<file path="src/rtl/pipe_if_id.sv">
// IF/ID pipeline register with a one-entry skid buffer.
// The main entry drives the decode outputs directly from flops. The skid entry
// catches a beat accepted while decode stalls, so f_ready can come straight
// from a flop instead of depending combinationally on d_ready.
module pipe_if_id #(
  parameter int unsigned   XLEN     = 32,
  parameter int unsigned   ILEN     = 32,
  parameter logic [ILEN-1:0] NOP_INST = ILEN'(32'h0000_0013)
) (
  input  logic            clk,
  input  logic            reset,
  input  logic            flush,
  input  logic            f_valid,
  output logic            f_ready,
  input  logic [ILEN-1:0] inst_f,
  input  logic [XLEN-1:0] pc_f,
  input  logic [XLEN-1:0] pc_plus_4_f,
  output logic            d_valid,
  input  logic            d_ready,
  output logic [ILEN-1:0] inst_d,
  output logic [XLEN-1:0] pc_d,
  output logic [XLEN-1:0] pc_plus_4_d
);

  logic            main_valid_q, main_valid_d;
  logic [ILEN-1:0] main_inst_q, main_inst_d;
  logic [XLEN-1:0] main_pc_q, main_pc_d;
  logic [XLEN-1:0] main_pc4_q, main_pc4_d;
  logic            skid_valid_q, skid_valid_d;
  logic [ILEN-1:0] skid_inst_q, skid_inst_d;
  logic [XLEN-1:0] skid_pc_q, skid_pc_d;
  logic [XLEN-1:0] skid_pc4_q, skid_pc4_d;
  logic            accept_c;
  logic            xfer_c;

  // Handshake qualifiers; f_ready depends only on the skid flop.
  assign f_ready  = ~skid_valid_q;
  assign accept_c = f_valid & ~skid_valid_q;
  assign xfer_c   = main_valid_q & d_ready;

  assign d_valid     = main_valid_q;
  assign inst_d      = main_inst_q;
  assign pc_d        = main_pc_q;
  assign pc_plus_4_d = main_pc4_q;

  // Next-state for both entries; flush overrides any accept or transfer.
  always_comb begin
    main_valid_d = main_valid_q;
    main_inst_d  = main_inst_q;
    main_pc_d    = main_pc_q;
    main_pc4_d   = main_pc4_q;
    skid_valid_d = skid_valid_q;
    skid_inst_d  = skid_inst_q;
    skid_pc_d    = skid_pc_q;
    skid_pc4_d   = skid_pc4_q;

    if (flush) begin
      main_valid_d = 1'b0;
      main_inst_d  = NOP_INST;
      skid_valid_d = 1'b0;
    end else if (xfer_c) begin
      if (skid_valid_q) begin
        // Skid refills main; no accept possible since f_ready is low.
        main_valid_d = 1'b1;
        main_inst_d  = skid_inst_q;
        main_pc_d    = skid_pc_q;
        main_pc4_d   = skid_pc4_q;
        skid_valid_d = 1'b0;
      end else if (accept_c) begin
        main_valid_d = 1'b1;
        main_inst_d  = inst_f;
        main_pc_d    = pc_f;
        main_pc4_d   = pc_plus_4_f;
      end else begin
        // Drained: present a bubble, keep the last PCs.
        main_valid_d = 1'b0;
        main_inst_d  = NOP_INST;
      end
    end else if (!main_valid_q) begin
      // Main empty implies skid empty.
      if (accept_c) begin
        main_valid_d = 1'b1;
        main_inst_d  = inst_f;
        main_pc_d    = pc_f;
        main_pc4_d   = pc_plus_4_f;
      end
    end else if (accept_c) begin
      // Decode stalled with main full: park the beat in the skid.
      skid_valid_d = 1'b1;
      skid_inst_d  = inst_f;
      skid_pc_d    = pc_f;
      skid_pc4_d   = pc_plus_4_f;
    end
  end

  // Entry registers with asynchronous reset to an empty, bubble state.
  always_ff @(posedge clk or posedge reset) begin
    if (reset) begin
      main_valid_q <= 1'b0;
      main_inst_q  <= NOP_INST;
      main_pc_q    <= '0;
      main_pc4_q   <= '0;
      skid_valid_q <= 1'b0;
      skid_inst_q  <= NOP_INST;
      skid_pc_q    <= '0;
      skid_pc4_q   <= '0;
    end else begin
      main_valid_q <= main_valid_d;
      main_inst_q  <= main_inst_d;
      main_pc_q    <= main_pc_d;
      main_pc4_q   <= main_pc4_d;
      skid_valid_q <= skid_valid_d;
      skid_inst_q  <= skid_inst_d;
      skid_pc_q    <= skid_pc_d;
      skid_pc4_q   <= skid_pc4_d;
    end
  end

endmodule

</file>
<file path="config.mk">
export PLATFORM = sky130hd
export DESIGN_NAME = pipe_if_id
export DESIGN_NICKNAME = d
export VERILOG_FILES = /design/src/rtl/pipe_if_id.sv
export SDC_FILE = /design/constraint.sdc
export NUM_CORES = 1
export LEC_CHECK = 0
export ABC_AREA = 1
export BUFFER_PORTS_ARGS = -buffer_cell sky130_fd_sc_hd__buf_2
export CORE_MARGIN = 2
export CORE_UTILIZATION = 40
export CTS_CLUSTER_SIZE = 25
export DETAILED_ROUTE_END_ITERATION = 8
export PLACE_DENSITY = 0.66
export SKIP_CTS_REPAIR_TIMING = 1
export SKIP_LAST_GASP = 1
export SYNTH_ARGS = -nofsm -noshare
export SYNTH_HDL_FRONTEND = slang
export SYNTH_SLANG_ARGS = --single-unit
</file>
<file path="constraint.sdc">
create_clock -name clk -period 14.5 [get_ports clk]
set_input_delay 1.45 -clock clk [delete_from_list [all_inputs] [get_ports clk]]
set_output_delay 1.45 -clock clk [all_outputs]
set_load 0.01 [all_outputs]
</file>
# == After elaboration in Yosys (flattened, before gate mapping) ==
# Cells that the tools add are included.
# word_totals
elab_cells,44
n_memories,0
mem_bits_ro,0
mem_bits_rw,0
in_bits,101
out_inout_bits,98
latch_bits,0
reg_bits,194
# classes
bitwise,5
order_cmp,0
eq_ne,2
n_addsub,0
reduce_logical,6
div_mod_pow,0
shifts,0
multipliers,0
n_mux,23
# op_table
operator,count
$mux W32,14
$mux W1,9
$reduce_and A2 Y1,3
$reduce_bool A3 Y1,2
$reduce_and A4 Y1,1
$ne A3 B2 Y1 const B,1
$not A1 Y1,3
$and A1 B1 Y1,2
$ne A2 B1 Y1 const B,1

# == Logic depth before layout (Yosys ltp) ==
# logic_depth
depth_word,6
mapped_depth,9
ltp_nobuf,8

# == Worst setup path after synthesis ==
# No wires, ideal clock.
# synth_timing
path_type,input to register
startpoint,input port d_ready
endpoint,register main_pc_q[0] (netlist: pc_d[0])
required_time_ps,14384
setup_ps,116
t_arrival_ps,2196
cell_stages,8
setup_slack_ps,12188
cell_sequence,nand2_1 > inv_2 > nand2_1 > buf_4 > buf_2 > nand3_1 > nand2_1 > nand2_1
# synth_via
elab_chain_len,3
# synth_rtl
element,line,source
"start, declared",19,"input logic d_ready,"
$and A1 B1 Y1 (*),39,assign xfer_c = main_valid_q & d_ready;
$ne A2 B1 Y1 (no line),--,
$reduce_and A2 Y1 (no line),--,
"end signal, assigned",110,main_pc_q <= main_pc_d;
"end, declared",27,"logic [XLEN-1:0] main_pc_q, main_pc_d;"
# Mark *: on every way between the ends. The rest lies on a longest branch, timed or not.
# A chain may end at the register's enable or synchronous reset.

# == Worst setup path in the final report ==
# layout_timing
startpoint,input port f_valid
endpoint,register skid_pc_q[6]
# layout_via
elab_chain_len,2
# layout_rtl
element,line,source
"start, declared",13,"input logic f_valid,"
$and A1 B1 Y1,38,assign accept_c = f_valid & ~skid_valid_q;
$reduce_and A4 Y1 (no line),--,
"end signal, assigned",114,skid_pc_q <= skid_pc_d;
"end, declared",31,"logic [XLEN-1:0] skid_pc_q, skid_pc_d;"
# Every way passes these cells.

==> flow_summary.toml <==
[synthesis]
ys_seq_area_share_pct = 52.01
synth_area_mm2 = 0.009348
synthesis.nets = 1367
yosysUniqueCellTypes = 19
synthesis.instances = 1266
avgSynthCellArea_um2 = 7.384
synth-seq-cells = 194
yosys_warnings = 0

[global_routing]
busiest_layer = "met2"
grt_pass1_vias = 7407
gr-usage-met3_pct = 3.683
grt_max_degree = 122
grt_use_met2_pct = 29.82
grt_pass1_wl_mm = 37.69
grt_usage_pct = 19.13
antenna_found_initial = 1
gr-usage-met1_pct = 26.97
grt.overflow.total = 0

[power_and_ir_drop]
p_leak_nw = 6.444
pwr-share-clk_pct = 31.2
combPwrFrac_pct = 19.4
p_per_area_mw_per_mm2 = 133.2
swShare_pct = 31.38
power.internal_mw = 0.9968
p_seq_share_pct = 49.5
p_sw_mw = 0.4559
ir_worst_vdd_uv = 72.65

[sta]
period_needed_ns = 3.497
hold_viol = 0
slew_headroom_pct = 21.16
drv_slew = 0
worst_pin_slew_ns = 1.180
setup_viol = 0
rsz0062_at_grt = "no"
finalClockSkew_ns = 0.01445
clock.fmax_mhz = 285.9
period_share_pct = 24.12
fin_setup_tns_ns = 0

[run]
cap_violations = 0

[floorplanning]
design.core.area_mm2 = 0.02278
dieHeight_um = 156.9
die_area_mm2 = 0.02461
start_util_pct = 41.04
io_pins = 199
rows = 55
die_w_um = 156.9

[finish]
fillers = 2277
nNetsFinal = 1517
drive_gt1_share_pct = 17.84
syn_to_final_growth_pct = 16.68
post_layout_nonfiller_instances = 1743

[clock_tree]
cts_made_buffers = 17
cts_tree = "yes"
cts_buffer_depth = 2
clk_latency_ns = 0.43
cts-htree-levels = 4
cts_root_buffer = "clkbuf_16"
cts.sinks = 194
clk_pin_slew_ns = 0.07

[status]
status = "complete, no violations"

[critical_path]
r2r-end = "skid_pc_q[6]$_DFFE_PP0P_"
arrival_ns = 3.78
path_max_fanout = 90
rr_worst_depth = 6
reg2reg_setup_slack_ns = 11.68
critPathKind = "input port to register"
cp-end-kind = "register"
start_kind = "input port"
worstReg2RegStart = "skid_valid_q$_DFFE_PP0P_"
crit_required_ns = 14.78

[worst_hold_path]
hp-start = "skid_inst_q[4]$_DFFE_PP1P_"
min_path_type = "register to register"
whs_path_depth = 2
holdPathEnd = "skid_inst_q[4]$_DFFE_PP1P_"

[route]
wl_mm = 22.82
drt_pass1_iterations = 5
drtIter0Drc = 533
wire_per_inst_um = 13.09
vias = 8141
drc_errors = 0
antenna_left = 0
vias_per_cell = 4.671

[placed_design]
gp_congestion = 0.7715
post-dp-hpwl_mm = 14.10
portBuffers = 198
dp.cells = 1710
cells by family after synthesis:
logic type / after synthesis / share of synthesized area, %
AOI/OAI and AO/OA: 126 / 6.800
buffers and inverters: 186 / 9.530
DFF: 194 / 52.01
and+or+nand+nor: 760 / 31.66
layout by cell type, fill, tap and decap left out, types with 3 or more instances in the layout:
master,instances
nand2_1,532
buf_2,198
dfrtp_1,188
nor2_1,158
inv_1,107
o21ai_1,70
nand3_1,64
a21oi_1,27
o21ai_0,27
clkbuf_16,17
buf_4,8
clkinv_4,6
dfstp_2,6
inv_8,4
inv_2,3
power groups by stage:
stage | registers, mW | clock network [mW] | logic, mW
global route | 0.734 | 0.490 | 0.330
floorplan | 0.735 | 0 | 0.172
finish | 0.719 | 0.453 | 0.281
detailed placement | 0.726 | 0 | 0.288
global placement | 0.726 | 0 | 0.278
CTS | 0.719 | 0.469 | 0.287
final cells by class:
type                       instances  area (µm²)  area share (%)
antenna                            1       2.502         0.02294
clock buffer                      18       439.2           4.027
sequential                       194        4862           44.58
clock inverter                    14       121.4           1.113
tap                              313       391.6           3.591
multi-input combinational        886        3615           33.14
inverter                         111       424.2           3.889
timing repair buffer             206        1051           9.636
stage by stage:
| stage | total power, mW | hold WS [ns] | setup slack [ns] | util, % | cell area (µm²) |
|---|---|---|---|---|---|
| finish | 1.453 | 0.4770 | 11.00 | 47.88 | 10910 |
| global route | 1.553 | 0.5003 | 10.75 | 47.88 | 10910 |
| CTS | 1.476 | 0.4788 | 11.01 | 47.87 | 10900 |
| detailed placement | 1.014 | 0.4597 | 10.56 | 45.41 | 10340 |
| global placement | 1.004 | 0.4567 | 10.58 | 45.41 | 10340 |
| floorplan | 0.9069 | 0.4526 | 7.776 | - | 9348 |
worst max path at each step:
| stage | cells after the start | to | startpoint | slack (ns) |
|---|---|---|---|---|
| after floorplan | 1 | d_valid$_DFF_PP0_ | reset | 7.78 |
| after global placement | 8 | skid_pc_q[12]$_DFFE_PP0P_ | f_valid | 10.58 |
| after global routing | 8 | skid_pc_q[13]$_DFFE_PP0P_ | f_valid | 10.75 |
| after detailed placement | 8 | skid_pc_q[12]$_DFFE_PP0P_ | f_valid | 10.56 |
| final | 8 | skid_pc_q[6]$_DFFE_PP0P_ | f_valid | 11.00 |
| after CTS | 8 | skid_pc_q[6]$_DFFE_PP0P_ | f_valid | 11.01 |
worst max-delay path: stages:
cell and delay [ns]:
buf_2 0.11, inv_2 0.05, nor2_4 0.06, buf_4 0.61
nand3_4 0.61, buf_4 0.55, nand2_1 0.17, o21ai_1 0.08
flip-flops by register name (all words and copies together) (netlist names):
name          count
inst_d           32
pc_d             32
pc_plus_4_d      32
skid_inst_q      32
skid_pc4_q       32
skid_pc_q        32
d_valid           1
skid_valid_q      1
layer usage:
metal | wire length, µm | vias to the layer above
met3 | 1332 | 23
li1 | - | 4144
met4 | 411 | 0
met1 | 10660 | 3749
met2 | 10410 | 225
met5 | 0 | -
Yosys cell counts (all sizes together):
library cell  number  share of area (%)
a31oi              1              0.067
o21ai             98                5.3
nor2             160                6.6
nand2            535                 22
a21oi             27                1.4
buf               71                4.9
inv              111                4.5
dfrtp            188                 50
clkbuf             4               0.16
nand3             65                3.5
dfstp              6                1.7
No activity file was read; power rests on OpenSTA's default activity.
